### config.mk
export PLATFORM = sky130hd
export DESIGN_NAME = i2c_target_rx
export DESIGN_NICKNAME = d
export VERILOG_FILES = /design/src/rtl/i2c_target_rx.sv
export SDC_FILE = /design/constraint.sdc
export NUM_CORES = 1
export LEC_CHECK = 0
export CORE_MARGIN = 4
export CORE_UTILIZATION = 46
export CTS_BUF_LIST = sky130_fd_sc_hd__clkbuf_16
export DETAILED_ROUTE_END_ITERATION = 10
export PLACE_DENSITY = 0.74
export SYNTH_ARGS = -nofsm -noshare
export SYNTH_HDL_FRONTEND = slang
export SYNTH_SLANG_ARGS = --single-unit
export TNS_END_PERCENT = 5
### constraint.sdc
create_clock -name clk -period 1.59 [get_ports clk]
set_input_delay 0.318 -clock clk [delete_from_list [all_inputs] [get_ports clk]]
set_output_delay 0.318 -clock clk [all_outputs]
set_load 0.01 [all_outputs]
### src/rtl/i2c_target_rx.sv
// i2c_target_rx: I2C target receive front end.
// Oversamples SCL/SDA, detects START/STOP, matches a 7-bit address, ACKs
// and delivers received data bytes on a one-cycle strobe.
// Optional read support is enabled by defining I2C_TARGET_READ_EN.
// Ports:
//   clk, reset       - system clock, synchronous active-high reset
//   scl_in, sda_in   - asynchronous bus lines
//   sda_oe           - 1 pulls SDA low (open-drain pad)
//   rx_data/rx_valid - received byte and its one-cycle strobe
//   start_det/stop_det - one-cycle bus condition strobes
//   busy             - addressed transaction in progress
//   tx_data/tx_req   - read data and its load strobe (read build only)
module i2c_target_rx #(
  parameter logic [6:0]  ADDR        = 7'h50,
  parameter int unsigned SYNC_STAGES = 2
) (
  input  logic       clk,
  input  logic       reset,
  input  logic       scl_in,
  input  logic       sda_in,
  output logic       sda_oe,
  output logic [7:0] rx_data,
  output logic       rx_valid,
  output logic       start_det,
  output logic       stop_det,
  output logic       busy,
  input  logic [7:0] tx_data,
  output logic       tx_req
);

  localparam int unsigned CNT_W  = 3;
  localparam int unsigned BYTE_W = 8;

`ifdef I2C_TARGET_READ_EN
  typedef enum logic [2:0] {
    ST_IDLE, ST_ADDR, ST_ACK_A, ST_RX, ST_ACK_D, ST_TX, ST_MACK, ST_IGNORE
  } state_e;
`else
  typedef enum logic [2:0] {
    ST_IDLE, ST_ADDR, ST_ACK_A, ST_RX, ST_ACK_D, ST_IGNORE
  } state_e;
`endif

  state_e                   state_q, state_d;
  logic [SYNC_STAGES-1:0]   scl_sync_q, sda_sync_q;
  logic                     scl_h_q, sda_h_q;
  logic [CNT_W-1:0]         cnt_q, cnt_d;
  logic [BYTE_W-1:0]        shift_q, shift_d;
  logic                     phase_q, phase_d;
  logic                     sda_oe_q, sda_oe_d;
  logic [BYTE_W-1:0]        rx_data_q, rx_data_d;
  logic                     rx_valid_q, rx_valid_d;
  logic                     start_det_q, start_det_d;
  logic                     stop_det_q, stop_det_d;
  logic                     busy_q, busy_d;
  logic                     tx_req_q, tx_req_d;
  logic                     rw_ok;

  logic scl_s, sda_s, scl_rise, scl_fall, start_c, stop_c;

  assign scl_s    = scl_sync_q[SYNC_STAGES-1];
  assign sda_s    = sda_sync_q[SYNC_STAGES-1];
  assign scl_rise = scl_s & ~scl_h_q;
  assign scl_fall = ~scl_s & scl_h_q;
  // SDA edges count as START/STOP only while SCL is stable high.
  assign start_c  = scl_s & scl_h_q & sda_h_q & ~sda_s;
  assign stop_c   = scl_s & scl_h_q & ~sda_h_q & sda_s;

`ifdef I2C_TARGET_READ_EN
  logic rw_q, rw_d;
  assign rw_ok  = 1'b1;
  assign tx_req = tx_req_q;
`else
  // Reads are not served: R/W=1 is left unacknowledged.
  logic unused_tx;
  assign rw_ok     = ~sda_s;
  assign tx_req    = 1'b0;
  assign unused_tx = ^{tx_data, tx_req_q};
`endif

  // Synchronizers plus history flop; reset to bus-idle level.
  always_ff @(posedge clk) begin
    if (reset) begin
      scl_sync_q <= '1;
      sda_sync_q <= '1;
      scl_h_q    <= 1'b1;
      sda_h_q    <= 1'b1;
    end else begin
      scl_sync_q <= {scl_sync_q[SYNC_STAGES-2:0], scl_in};
      sda_sync_q <= {sda_sync_q[SYNC_STAGES-2:0], sda_in};
      scl_h_q    <= scl_s;
      sda_h_q    <= sda_s;
    end
  end

  // State and registered outputs.
  always_ff @(posedge clk) begin
    if (reset) begin
      state_q     <= ST_IDLE;
      cnt_q       <= '0;
      shift_q     <= '0;
      phase_q     <= 1'b0;
      sda_oe_q    <= 1'b0;
      rx_data_q   <= '0;
      rx_valid_q  <= 1'b0;
      start_det_q <= 1'b0;
      stop_det_q  <= 1'b0;
      busy_q      <= 1'b0;
      tx_req_q    <= 1'b0;
`ifdef I2C_TARGET_READ_EN
      rw_q        <= 1'b0;
`endif
    end else begin
      state_q     <= state_d;
      cnt_q       <= cnt_d;
      shift_q     <= shift_d;
      phase_q     <= phase_d;
      sda_oe_q    <= sda_oe_d;
      rx_data_q   <= rx_data_d;
      rx_valid_q  <= rx_valid_d;
      start_det_q <= start_det_d;
      stop_det_q  <= stop_det_d;
      busy_q      <= busy_d;
      tx_req_q    <= tx_req_d;
`ifdef I2C_TARGET_READ_EN
      rw_q        <= rw_d;
`endif
    end
  end

  // Next-state and output logic.
  always_comb begin
    state_d     = state_q;
    cnt_d       = cnt_q;
    shift_d     = shift_q;
    phase_d     = phase_q;
    sda_oe_d    = sda_oe_q;
    rx_data_d   = rx_data_q;
    rx_valid_d  = 1'b0;
    start_det_d = 1'b0;
    stop_det_d  = 1'b0;
    tx_req_d    = 1'b0;
`ifdef I2C_TARGET_READ_EN
    rw_d        = rw_q;
`endif
    if (start_c) begin
      state_d     = ST_ADDR;
      cnt_d       = '0;
      phase_d     = 1'b0;
      sda_oe_d    = 1'b0;
      start_det_d = 1'b1;
    end else if (stop_c) begin
      state_d    = ST_IDLE;
      cnt_d      = '0;
      phase_d    = 1'b0;
      sda_oe_d   = 1'b0;
      stop_det_d = 1'b1;
    end else begin
      case (state_q)
        ST_IDLE: sda_oe_d = 1'b0;
        ST_ADDR: if (scl_rise) begin
          shift_d = {shift_q[6:0], sda_s};
          cnt_d   = cnt_q + CNT_W'(1);
          if (cnt_q == CNT_W'(7)) begin
            phase_d = 1'b0;
`ifdef I2C_TARGET_READ_EN
            rw_d    = sda_s;
`endif
            state_d = (shift_q[6:0] == ADDR && rw_ok) ? ST_ACK_A : ST_IGNORE;
          end
        end
        // First SCL fall pulls SDA for the ACK slot, the second releases it.
        ST_ACK_A, ST_ACK_D: if (scl_fall) begin
          if (!phase_q) begin
            sda_oe_d = 1'b1;
            phase_d  = 1'b1;
          end else begin
            phase_d  = 1'b0;
            cnt_d    = '0;
            sda_oe_d = 1'b0;
            state_d  = ST_RX;
`ifdef I2C_TARGET_READ_EN
            if (state_q == ST_ACK_A && rw_q) begin
              shift_d  = tx_data;
              sda_oe_d = ~tx_data[7];
              tx_req_d = 1'b1;
              state_d  = ST_TX;
            end
`endif
          end
        end
        ST_RX: if (scl_rise) begin
          shift_d = {shift_q[6:0], sda_s};
          cnt_d   = cnt_q + CNT_W'(1);
          if (cnt_q == CNT_W'(7)) begin
            rx_data_d  = {shift_q[6:0], sda_s};
            rx_valid_d = 1'b1;
            phase_d    = 1'b0;
            state_d    = ST_ACK_D;
          end
        end
`ifdef I2C_TARGET_READ_EN
        ST_TX: if (scl_fall) begin
          if (cnt_q == CNT_W'(7)) begin
            sda_oe_d = 1'b0;
            phase_d  = 1'b0;
            state_d  = ST_MACK;
          end else begin
            cnt_d    = cnt_q + CNT_W'(1);
            shift_d  = {shift_q[6:0], 1'b0};
            sda_oe_d = ~shift_q[6];
          end
        end
        // phase_q marks a master ACK; the following fall reloads the shifter.
        ST_MACK: begin
          if (scl_rise) begin
            if (sda_s) state_d = ST_IGNORE;
            else       phase_d = 1'b1;
          end else if (scl_fall && phase_q) begin
            shift_d  = tx_data;
            sda_oe_d = ~tx_data[7];
            tx_req_d = 1'b1;
            cnt_d    = '0;
            phase_d  = 1'b0;
            state_d  = ST_TX;
          end
        end
`endif
        ST_IGNORE: sda_oe_d = 1'b0;
        default: begin
          state_d  = ST_IDLE;
          sda_oe_d = 1'b0;
        end
      endcase
    end
    busy_d = (state_d != ST_IDLE) && (state_d != ST_ADDR) && (state_d != ST_IGNORE);
  end

  assign sda_oe    = sda_oe_q;
  assign rx_data   = rx_data_q;
  assign rx_valid  = rx_valid_q;
  assign start_det = start_det_q;
  assign stop_det  = stop_det_q;
  assign busy      = busy_q;

endmodule

# Word-level counts from Yosys, hierarchy flattened
# Cells that the tools add are included.
dict set report word_totals {
  ff_bits 33
  latch_bits 0
  ram_bits 0
  mem_bits_ro 0
  inputBits 12
  output_inout_bits 14
  memories 0
}
dict set report classes {
  n_addsub 1
  n_mul 0
  n_div 0
  n_lt_le_gt_ge 0
  eq_ne 13
  shift 0
  n_mux 23
  bitwise 16
  reduce_logical 17
}
# cell count
set op_table {}
lappend op_table {{2-to-1 mux 3 bit} 12}
lappend op_table {{one-hot mux 3 bit (4 select lines)} 1}
lappend op_table {{AND reduction 4 bit} 3}
lappend op_table {{== test 3 bit, second input constant} 3}
lappend op_table {{NOT 1 bit} 9}
lappend op_table {{OR reduction 2 bit} 4}
lappend op_table {{AND 1 bit} 7}
lappend op_table {{== test 7 bit, second input constant} 1}
lappend op_table {{2-to-1 mux 1 bit} 7}
lappend op_table {{== test 3 x 2 -> 1 bit, second input constant} 2}
lappend op_table {{one-hot mux 3 bit (2 select lines)} 1}
lappend op_table {{AND reduction 5 bit} 1}
lappend op_table {{OR reduction 5 bit} 1}
lappend op_table {{!= test 2 x 1 -> 1 bit, second input constant} 2}
lappend op_table {{!= test 2 bit, second input constant} 2}
lappend op_table {{one-hot mux 1 bit (2 select lines)} 2}
lappend op_table {{adder 3 x 1 -> 3 bit, second input constant} 1}
lappend op_table {{== test 3 x 1 -> 1 bit, second input constant} 1}
lappend op_table {{logical AND 1 bit} 3}
lappend op_table {{logical NOT 3 bit} 1}
lappend op_table {{!= test 3 x 1 -> 1 bit, second input constant} 1}
lappend op_table {{!= test 3 bit, second input constant} 1}
lappend op_table {{nonzero test 3 bit} 1}
lappend op_table {{OR reduction 3 bit} 1}
lappend op_table {{2 further kinds} 2}

# Longest topological paths before layout
dict set report depth {
  depth_word 11
  depth_mapped 6
}

# Worst setup path after synthesis
# OpenSTA, ideal clock, no wires.
dict set report synth_timing {
  path_kind {register to register}
  from {reg cnt_q[0]}
  to {reg rx_data_q[4] (netlist: rx_data[4])}
  setup_ns 0.128
  arrival_time_ns 1.391
  t_required_ns 1.462
  path_slack_ns 0.072
  path_stages_with_launch 7
  synth_period_minus_slack_ns 1.518
  path_cell_list {dfxtp_1 > ha_1 > ha_1 > nand4b_2 > nor2_4 > mux2i_1 > nor2_1}
}
dict set report synth_between {
  elab_chain_len 2
}
# element line_no
set synth_rtl {}
lappend synth_rtl {{start: declaration} 47} ;# logic [CNT_W-1:0] cnt_q, cnt_d;
lappend synth_rtl {{start signal: assignment} 115} ;# cnt_q <= cnt_d;
lappend synth_rtl {{== test 3 bit} 195} ;# if (cnt_q == CNT_W'(7)) begin
lappend synth_rtl {{AND reduction 5 bit (no line)} --}
lappend synth_rtl {{end signal: assignment} 119} ;# rx_data_q <= rx_data_d;
lappend synth_rtl {{end: declaration} 51} ;# logic [BYTE_W-1:0] rx_data_q, rx_data_d;
# Every way passes these cells.
# A chain may end at the register's enable or synchronous reset.

# Worst setup path after layout
dict set report layout_timing {
  from {reg cnt_q[1]}
  to {reg busy_q (netlist: busy)}
}
dict set report layout_between {
  elab_chain_len 9
  elab_cells_between_ends 13
  classes_between {3 x eq/ne; 7 x mux; 3 x reduce/logical}
}
# element line_no
set layout_rtl {}
lappend layout_rtl {{== test 3 bit (*)} {164, 195}}
lappend layout_rtl {{2-to-1 mux 3 bit (on tied branches)} {195, 164}}
lappend layout_rtl {{2-to-1 mux 3 bit (on tied branches)} {192, 161}}
lappend layout_rtl {{one-hot mux 3 bit (4 select lines) (*)} 159} ;# case (state_q)
lappend layout_rtl {{2-to-1 mux 3 bit (*)} 152} ;# end else if (stop_c) begin
lappend layout_rtl {{2-to-1 mux 3 bit (*)} 146} ;# if (start_c) begin
lappend layout_rtl {{!= test 3 x 1 -> 1 bit or nonzero test 3 bit (tied branches)} 236} ;# busy_d = (state_d != ST_IDLE) && (state_d != ST_ADDR) && (state_d != ST_IGNORE);
lappend layout_rtl {{logical AND 1 bit} 236}
lappend layout_rtl {{logical AND 1 bit (*)} 236}
lappend layout_rtl {{end signal: assignment} 123} ;# busy_q <= busy_d;
lappend layout_rtl {{end: declaration} 55} ;# logic busy_q, busy_d;
# Every way passes the cells marked *; elsewhere a longest branch is shown, timed or not.

==> results by stage <==
Synth:
- By area, the combinational part of the netlist is dominated by simple AND/OR/NAND/NOR gates.
- The total number of yosys warnings is 0.
- The mean instance size in the synthesized netlist is approximately 9.9 sq um.
- Among all flip-flop cells after synthesis, the most frequent one is dfxtp_1.
- By area the synthesized netlist is led by dfxtp_1, mux2i_1, nor2_1.
- Summing every instance area after synthesis gives 1400 sq um.
- The async set or reset register ratio after synthesis is 0%.
- The top cell type's share of synthesized area is a little under half.
- Ranked by instance count, the synthesized netlist is headed by dfxtp_1, nor2_1, mux2i_1.
- The complex-gate fraction of the synthesized area is 9.98%.
- The number of synthesized flops with an enable pin is 0.
- Summing the sequential cell areas from Yosys gives 47.1% of the chip area.
- The post-synthesis adder-cell area fraction is 1.78%.
- The synthesized design contains 33 register bits.
- The largest total area in the synthesized netlist belongs to dfxtp_1.
- After Yosys synthesis, XOR and XNOR cells account for about 1.2% of the synthesized area.
- Synthesis handed over a netlist of between 100 and 150 instances.
- The net count after synthesis is 156.
- dfxtp_1 is the most common cell in the netlist.
- The proportion of synthesized area in mux cells is between 10% and 20%.
- After Yosys synthesis, and, or, nand and nor cells account for 24.3% of the synthesized area.
- Synthesis instantiated 43 different standard cells from the library.

Drt:
- Wires add up to 3000 um.
- The count of nets left with antenna violations after detail routing is 0.
- The number of DRC violations after detailed-routing iteration 0 is 59.
- The total vias in the final route is around 1100.
- In the routed design, unresolved DRC markers number 0.
- Using the TritonRoute via totals, the vias-per-cell ratio works out to around 5.4.
- The detailed-routing iteration count for the pre-antenna-repair pass is 5.
- The routed length per instance is ~15 um.

Placed design:
- Input and output buffers added on the ports amount to 16.
- The placed standard-cell area is between 1500 and 2000 sq um.
- Routability-driven placement finished with a final weighted congestion of 0.782.
- Including well taps, the total number of placed cells is ~200.
- The HPWL after detailed placement is 2120 um.

Run status:
- The flow ran to the end, and the final reports show no timing, DRC or antenna violations.

Global routing:
- The wire length of the first global-routing pass is approximately 5000 um.
- The largest net degree at the start of global routing is 15.
- Across every metal layer, demand over resource in global routing totals approximately 16%.
- The via count of the first global-routing pass was between 1000 and 1500.
- The total overflow left after global routing is 0.
- The number of antenna violations at the first check in global routing is 0.

Worst hold path:
- The count of cells along the worst hold path is 1.
- In this run the worst hold path is classified as flip-flop to flip-flop.

Setup path:
- At the worst endpoint, the arrival time is around 1.7 ns.
- The kind of critical path is flip-flop to flip-flop.
- In this design, the stage delay of the slowest critical-path cell is between 0.3 and 0.4 ns.
- The critical path goes through ha_4 -> ha_4 -> buf_4 -> nand3b_1 -> nor3_2 -> o22ai_2 -> a221oi_2.
- For this design, the slowest cell found on the critical path is dfxtp_2.
- The kind of end point of the critical path is a flip-flop.
- For the worst setup path, the data required time is ~1.8 ns.
- STA classifies the critical path startpoint as a flip-flop.
- In this run the worst path has a maximum fanout of 2.
- The worst register-to-register path has a depth of 7.
- Counting stages on the worst path, the most repeated cell is ha_4.

Timing:
- Setup violations remaining at the end of the flow were counted as 0.
- Hold timing on the final database bottoms out at a slack of 0.407 ns.
- Setup repair after global routing could not meet its margin everywhere.
- The final count of hold timing violations was 0.
- The final setup TNS is 0 ns.
- Static timing analysis puts the maximum clock frequency at approximately 660 MHz.
- The share of the cycle needed by the critical path after routing is between 90% and 100%.
- Clock skew on the completed layout was measured at 0.00264 ns.
- For the finished layout, the period the worst path requires is approximately 1.5 ns.
- The number of max-slew violations in the final report is 0.

CTS:
- The deepest level of the CTS H-tree is 2.
- The buffer levels on the longest clock path is 2.
- The number of clock sinks is 33.
- The clock input transition at the sequential cells of the worst setup and hold paths is ~0.050 ns.
- The CTS tree is yes.
- The clock latency on the worst-skew pair is 0.27 ns.
- The tree is rooted in a clkbuf_16.
- Buffers inserted during clock tree synthesis total 5.

Pwr:
- The peak ir drop on the vdd network is 0.000798 V.
- The power per unit of standard cell area is around 950 nW/um^2.
- The post-route total power is approximately 1.8 mW.
- The leakage power is approximately 0.72 nW.

Layout:
- The synthesis-to-finish area growth is 34.9%.
- 0 antenna diodes ended up in the layout.
- The cell area after layout is ~1900 sq um.
- The fraction of final layout cells sized beyond drive strength 1 is 24.0%.
- The non-filler instance count after layout is 206.
- The net count of the finished layout is around 190.

Die:
- The area of the placeable core is between 2000 and 3000 sq um.
- The floorplan die area is 4000 sq um.
- The initial standard-cell utilization of the core is between 40% and 50%.
- In this run the core area contains 19 standard-cell rows.
- 26 I/O pins were placed.
- The chip width is approximately 63 um.
- The die height is about 63 um.

Job:
- Across the run, the number of max-cap violations was 0.
-- final cells by class --
cell class	instances	area (sq um)
Sequential cell	33	663
Timing Repair Buffer	34	308
Clock buffer	5	125
Tap cell	31	38.8
Multi-Input combinational cell	97	736
Inverter	3	11.3
Fill cell	225	935
Clock inverter	3	12.5
-- flip-flops by register name (all words and copies together), names as in the netlist --
name	cells
phase_q	1
sda_oe	1
sda_sync_q	2
rx_valid	1
state_q	3
stop_det	1
sda_h_q	1
rx_data	8
scl_h_q	1
busy	1
scl_sync_q	2
cnt_q	3
start_det	1
shift_q	7
-- worst max-delay path: cells and delay by family (launching register included) --
family / cells / cell delay (ns)
AO/OA/AOI/OAI: 2 / 0.34
adder cells (fa/ha/maj): 2 / 0.28
buffers and inverters: 1 / 0.10
flip-flops: 1 / 0.35
AND/OR/NAND/NOR: 2 / 0.38
-- routing by layer --
layer  track usage [%]  share of wire, %
met5                 0                 0
met4              5.66               1.8
met3              5.51               3.8
met2              28.6                51
met1              18.0                44
-- placed cells by master, fill, tap and decap left out, types with 5 or more instances in the layout --
master,instances
nor2_1,21
nand2_1,5
a21oi_1,5
or2_2,5
clkdlybuf4s50_1,16
mux2i_1,16
buf_4,17
nor3_1,5
clkbuf_16,5
dfxtp_1,31
-- per-stage QoR --
step | setup WS (ns) | util, %
finish | 0.0710 | 67.0
global route | -0.00496 | 67.0
CTS | 0.00257 | 65.5
detailed placement | -0.0416 | 60.1
global placement | 0.0164 | 60.1
floorplan | 0.0715 | -
-- power by group --
group	switching (mW)	leakage [nW]	total, mW	internal [mW]
sequential	0.00923	0.268	0.847	0.837
clock	0.324	0.0687	0.889	0.564
combinational	0.0342	0.387	0.0710	0.0368
total	0.368	0.724	1.81	1.44
-- repair_timing --
| item | in CTS | in global routing |
|---|---|---|
| pin swaps | 1 | 4 |
| setup buffers | 0 | 1 |
| resized for setup | 4 | 7 |
| setup endpoints to repair | 4 | 8 |
| hold buffers | 0 | 0 |
-- cell families after synthesis --
family,Yosys count
compound gates,19
xor+xnor,2
fa+ha+maj,2
buf+inv,12
flops,33
mux,16
other cells,1
simple gates,57
-- worst paths after layout --
check	start	endpoint	slack (ns)
worst min register to register	scl_sync_q[0]	scl_sync_q[1]	0.41
worst min-delay path	scl_sync_q[0]	scl_sync_q[1]	0.41
worst max register to register	cnt_q[1]	busy	0.07
worst max-delay path	cnt_q[1]	busy	0.07
No activity file was read; power rests on OpenSTA's default activity.
==> patch 1, RTL diff (same flow settings) <==
Remove the register `start_det_q`: a continuous assignment takes its place, so the output `start_det` follows one clock earlier.
--- a/src/rtl/i2c_target_rx.sv
+++ b/src/rtl/i2c_target_rx.sv
@@ -104,5 +104,4 @@
       rx_data_q   <= '0;
       rx_valid_q  <= 1'b0;
-      start_det_q <= 1'b0;
       stop_det_q  <= 1'b0;
       busy_q      <= 1'b0;
@@ -119,5 +118,4 @@
       rx_data_q   <= rx_data_d;
       rx_valid_q  <= rx_valid_d;
-      start_det_q <= start_det_d;
       stop_det_q  <= stop_det_d;
       busy_q      <= busy_d;
@@ -128,4 +126,6 @@
     end
   end
+
+  assign start_det_q = start_det_d;
 
   // Next-state and output logic.
Formal check against the unedited RTL: not equivalent (a bounded check fails within 4 cycles, from zero or initial values and one cycle with reset high).
==> patch 1 against the unedited design <==
- total power up 7.6%
- combinational power rose by 6.3%
- sequential power shrank 3.3%
- synthesized area grew 3.5%
- via count increased by 0.63%
- worst setup slack got worse by 0.027 ns
- global-route usage shrank 1.4 points
- sequential cell count down 1
- wire length decreased by 9.3%
- die area grew 3.0%
- final area rose by 1.7%
- hold slack gained 0.0025 ns
==> patch 1: results (changes against the unedited design) <==
Met3 usage in global routing - 5.27% (-0.23 points)
XOR/XNOR Fraction of Synth Area - 1.21% (-0.042 points)
Cell variety after synth - 44 (+2.3%)
Post-synth top cells - dfxtp_1 (32), nor2_1 (23), mux2i_1 (16)
Mux cell area share after synthesis - 11.0% (-0.38 points)
First-pass GRT wire length - 4570 um (-10%)
Non-clock buffer share of cell area - 14.6% (-1.6 points)
Met2 routed WL - 1300 um (-14%)
CP top delay family - flip-flops
Outcome - complete, no violations
Avg WL per Cell - 12.7 um (-12%)
Vias in the first global route - 1025 (-10%)
Pin count of the biggest net entering global routing - 25 (+10)
Met1 usage - 16.6% (-1.3 points)
Layout cells sized above 1 - 26.0% (+2.0 points)
Seq. cell area - 643 um2 (-3.0%)
Largest cells by area after synthesis - dfxtp_1 (44%), mux2i_1 (11%), nor2_1 (5.9%)
Skew final - 0.00685 ns (+0.00420 ns)
Register area share after synthesis - 44.1% (-3.0 points)
Net Sw Power - 0.364 mW (-0.88%)
Metal3 WL - 131 um (+15%)
Final core occ - 63.6% (-3.4 points)
Placer Congestion - 0.918 (+17%)
Met1 wire length - 1210 um (-7.6%)
Post_cts resized - 5 (+1)
Max stage delay on crit path - 0.55 ns (+0.20 ns)
Pleak - 0.727 nW (+0.34%)
Area of the multi-input gates - 771 um2 (+4.8%)
Compound-Gate Fraction of Synth Area - 11.4% (+1.4 points)
Slowest CP cell - dfxtp_1
Final nets - 182 (-3.2%)
Clock network area share - 8.51% (+1.2 points)
Gr usage total - 14.8% (-1.4 points)
Seq_cells - 32 (-3.0%)
Placed Area - 1730 um2 (+1.6%)
patch 1: worst paths after layout:
kind                  from             to  slack, ns  cells after the start
max             state_q[0]        phase_q       0.04                      4
min          sda_sync_q[0]  sda_sync_q[1]       0.41                      1
max reg2reg     state_q[0]        phase_q       0.04                      4
min reg2reg  sda_sync_q[0]  sda_sync_q[1]       0.41                      1
patch 1: stage by stage:
stage,setup slack [ns],std cells
finish,0.0444,213
global route,-0.0668,213
CTS,-0.000974,213
detailed placement,-0.0761,205
global placement,-0.0361,205
floorplan,0.0618,142
patch 1: power groups by stage:
stage | clock network, mW | registers, mW | logic [mW]
floorplan | 0 | 0.831 | 0.0533
global placement | 0 | 0.835 | 0.0745
detailed placement | 0 | 0.835 | 0.0762
CTS | 1.08 | 0.818 | 0.0764
global route | 1.11 | 0.819 | 0.0838
finish | 1.05 | 0.819 | 0.0755
==> patch 2, RTL diff (same settings) <==
Made on the original files. Add a define of `I2C_TARGET_READ_EN`.
--- a/src/rtl/i2c_target_rx.sv
+++ b/src/rtl/i2c_target_rx.sv
@@ -11,4 +11,6 @@
 //   busy             - addressed transaction in progress
 //   tx_data/tx_req   - read data and its load strobe (read build only)
+`define I2C_TARGET_READ_EN
+
 module i2c_target_rx #(
   parameter logic [6:0]  ADDR        = 7'h50,
Formal check against the unedited RTL: no difference found for any inputs over 10 cycles, from zero or initial values and one cycle with reset high; that may be too few to reach the edited logic, so the function may still have changed.
==> patch 2 against the unedited design <==
- worst setup slack worse by 0.31 ns
- the run now ends with negative setup slack left
- highest routed layer unchanged
- sequential power is 38% higher
- clock power is 0.9% higher
- critical path depth stayed put
- maximum frequency is 17% lower
- total power is 140% higher
- wire length is 64% higher
- first-iteration DRC count is 120% higher
- largest power group is now combinational logic
- sequential share of layout area is 8.6 points lower
- sequential cell count is 2 higher
- synthesized area is 31% higher
- final area is 42% higher
==> patch 2: results (changes against the unedited design) <==
Max VDD drop - 827 uV (+3.6%)
Met3 usage in global routing - 4.69% (-0.82 points)
Pre-antenna DRT Iters - 4 (-1)
Skew final - 0.00387 ns (+0.00123 ns)
Max stage delay on crit path - 0.49 ns (+0.14 ns)
Internal power - 2.63 mW (+83%)
Vias in the first global route - 1707 (+49%)
Met1 usage - 28.6% (+11 points)
Via-to-Cell Ratio - 5.67 (+5.7%)
Crit-path max FO - 3 (+1)
Slew headroom - 66.9%
Placer Congestion - 0.965 (+23%)
Largest cells by area after synthesis - dfxtp_1 (38%), mux2i_1 (9.8%), nor2_1 (3.9%)
Fill cell total of the finished layout - 293 (+30%)
CP Data Arrival Time - 2.03 ns (+0.32 ns)
Register area share after synthesis - 38.2% (-8.9 points)
Final nets - 280 (+49%)
Slowest CP cell - or4_1
Clock Power Share - 21.1% (-28 points)
Cell variety after synth - 58 (+35%)
Final setup vio count - 15 (+15)
Pin count of the biggest net entering global routing - 27 (+12)
Tot Pwr - 4.26 mW (+140%)
Outcome - finished, violations left
GRT met2 Usage - 30.6% (+2.0 points)
Post-synth top cells - dfxtp_1 (35), nor2_1 (19), mux2i_1 (18)
Layout cells sized above 1 - 33.5% (+9.5 points)
Failing checks - negative setup slack
Placed Area - 2420 um2 (+42%)
Post-Syn Nets - 216 (+38%)
Post-Layout Cell Count - 314 (+52%)
Syn Area/Cell - 9.08 um2 (-8.2%)
Final setup margin - -0.237 ns (-0.308 ns)
First-pass GRT wire length - 8240 um (+62%)
Gr usage total - 20.6% (+4.4 points)
Pleak - 1.07 nW (+48%)
Placed Instances - 304 (+54%)
PortBufs - 25 (+9)
Logic pwr share - 51.3% (+47 points)
Post-place setup slack - -0.305 ns (-0.263 ns)
[patch 2: cell types whose count changed after synthesis, sizes merged, moves of 4 or more]
| cell | change |
|---|---|
| and3 | +4 |
| nand2 | +7 |
| a311oi | +7 |
| o21ai | +6 |
| a21oi | +7 |
[patch 2: worst reg2reg max path, stage by stage (launching register included)]
cell and delay (ns):
dfxtp_2 0.33, ha_4 0.16, ha_4 0.16, nand2_2 0.06
nand2_2 0.07, a311o_1 0.37, or4_1 0.49, a21boi_1 0.12
[patch 2: what timing repair did]
action,4_1_cts,5_1_grt
resized for setup,20,6
pin swaps,10,6
buffers inserted,2,1
setup endpoints to repair,23,24
[patch 2: final cells by class]
class	instances	area [um2]	share of cell area [%]
timing repair buffer	72	616	22.9
inverter	4	15.0	0.559
tap	48	60.1	2.24
sequential	35	711	26.5
multi-input combinational	148	1150	42.9
clock buffer	5	125	4.66
clock inverter	2	8.76	0.326
[patch 2: cell families after synthesis]
logic type,Yosys count,share of synthesized area [%]
AO/OA/AOI/OAI,49,19.5
XOR/XNOR,1,0.478
adder cells (fa/ha/maj),2,1.36
AND/OR/NAND/NOR,78,25.3
multiplexers,18,9.82
flip-flops,35,38.2
buffers and inverters,19,5.32
[patch 2: metal layers]
layer | vias up | routed length, um
met1 | 818 | 2300
li1 | 882 | -
met5 | - | 0
met4 | 0 | 120
met2 | 67 | 2220
met3 | 13 | 262
[patch 2: final timing paths]
| check | to | slack [ns] | cells after the start |
|---|---|---|---|
| worst max-delay path | cnt_q[0] | -0.24 | 7 |
| worst min-delay path | scl_sync_q[1] | 0.40 | 1 |
| worst max register to register | cnt_q[0] | -0.24 | 7 |
| worst min register to register | scl_sync_q[1] | 0.40 | 1 |
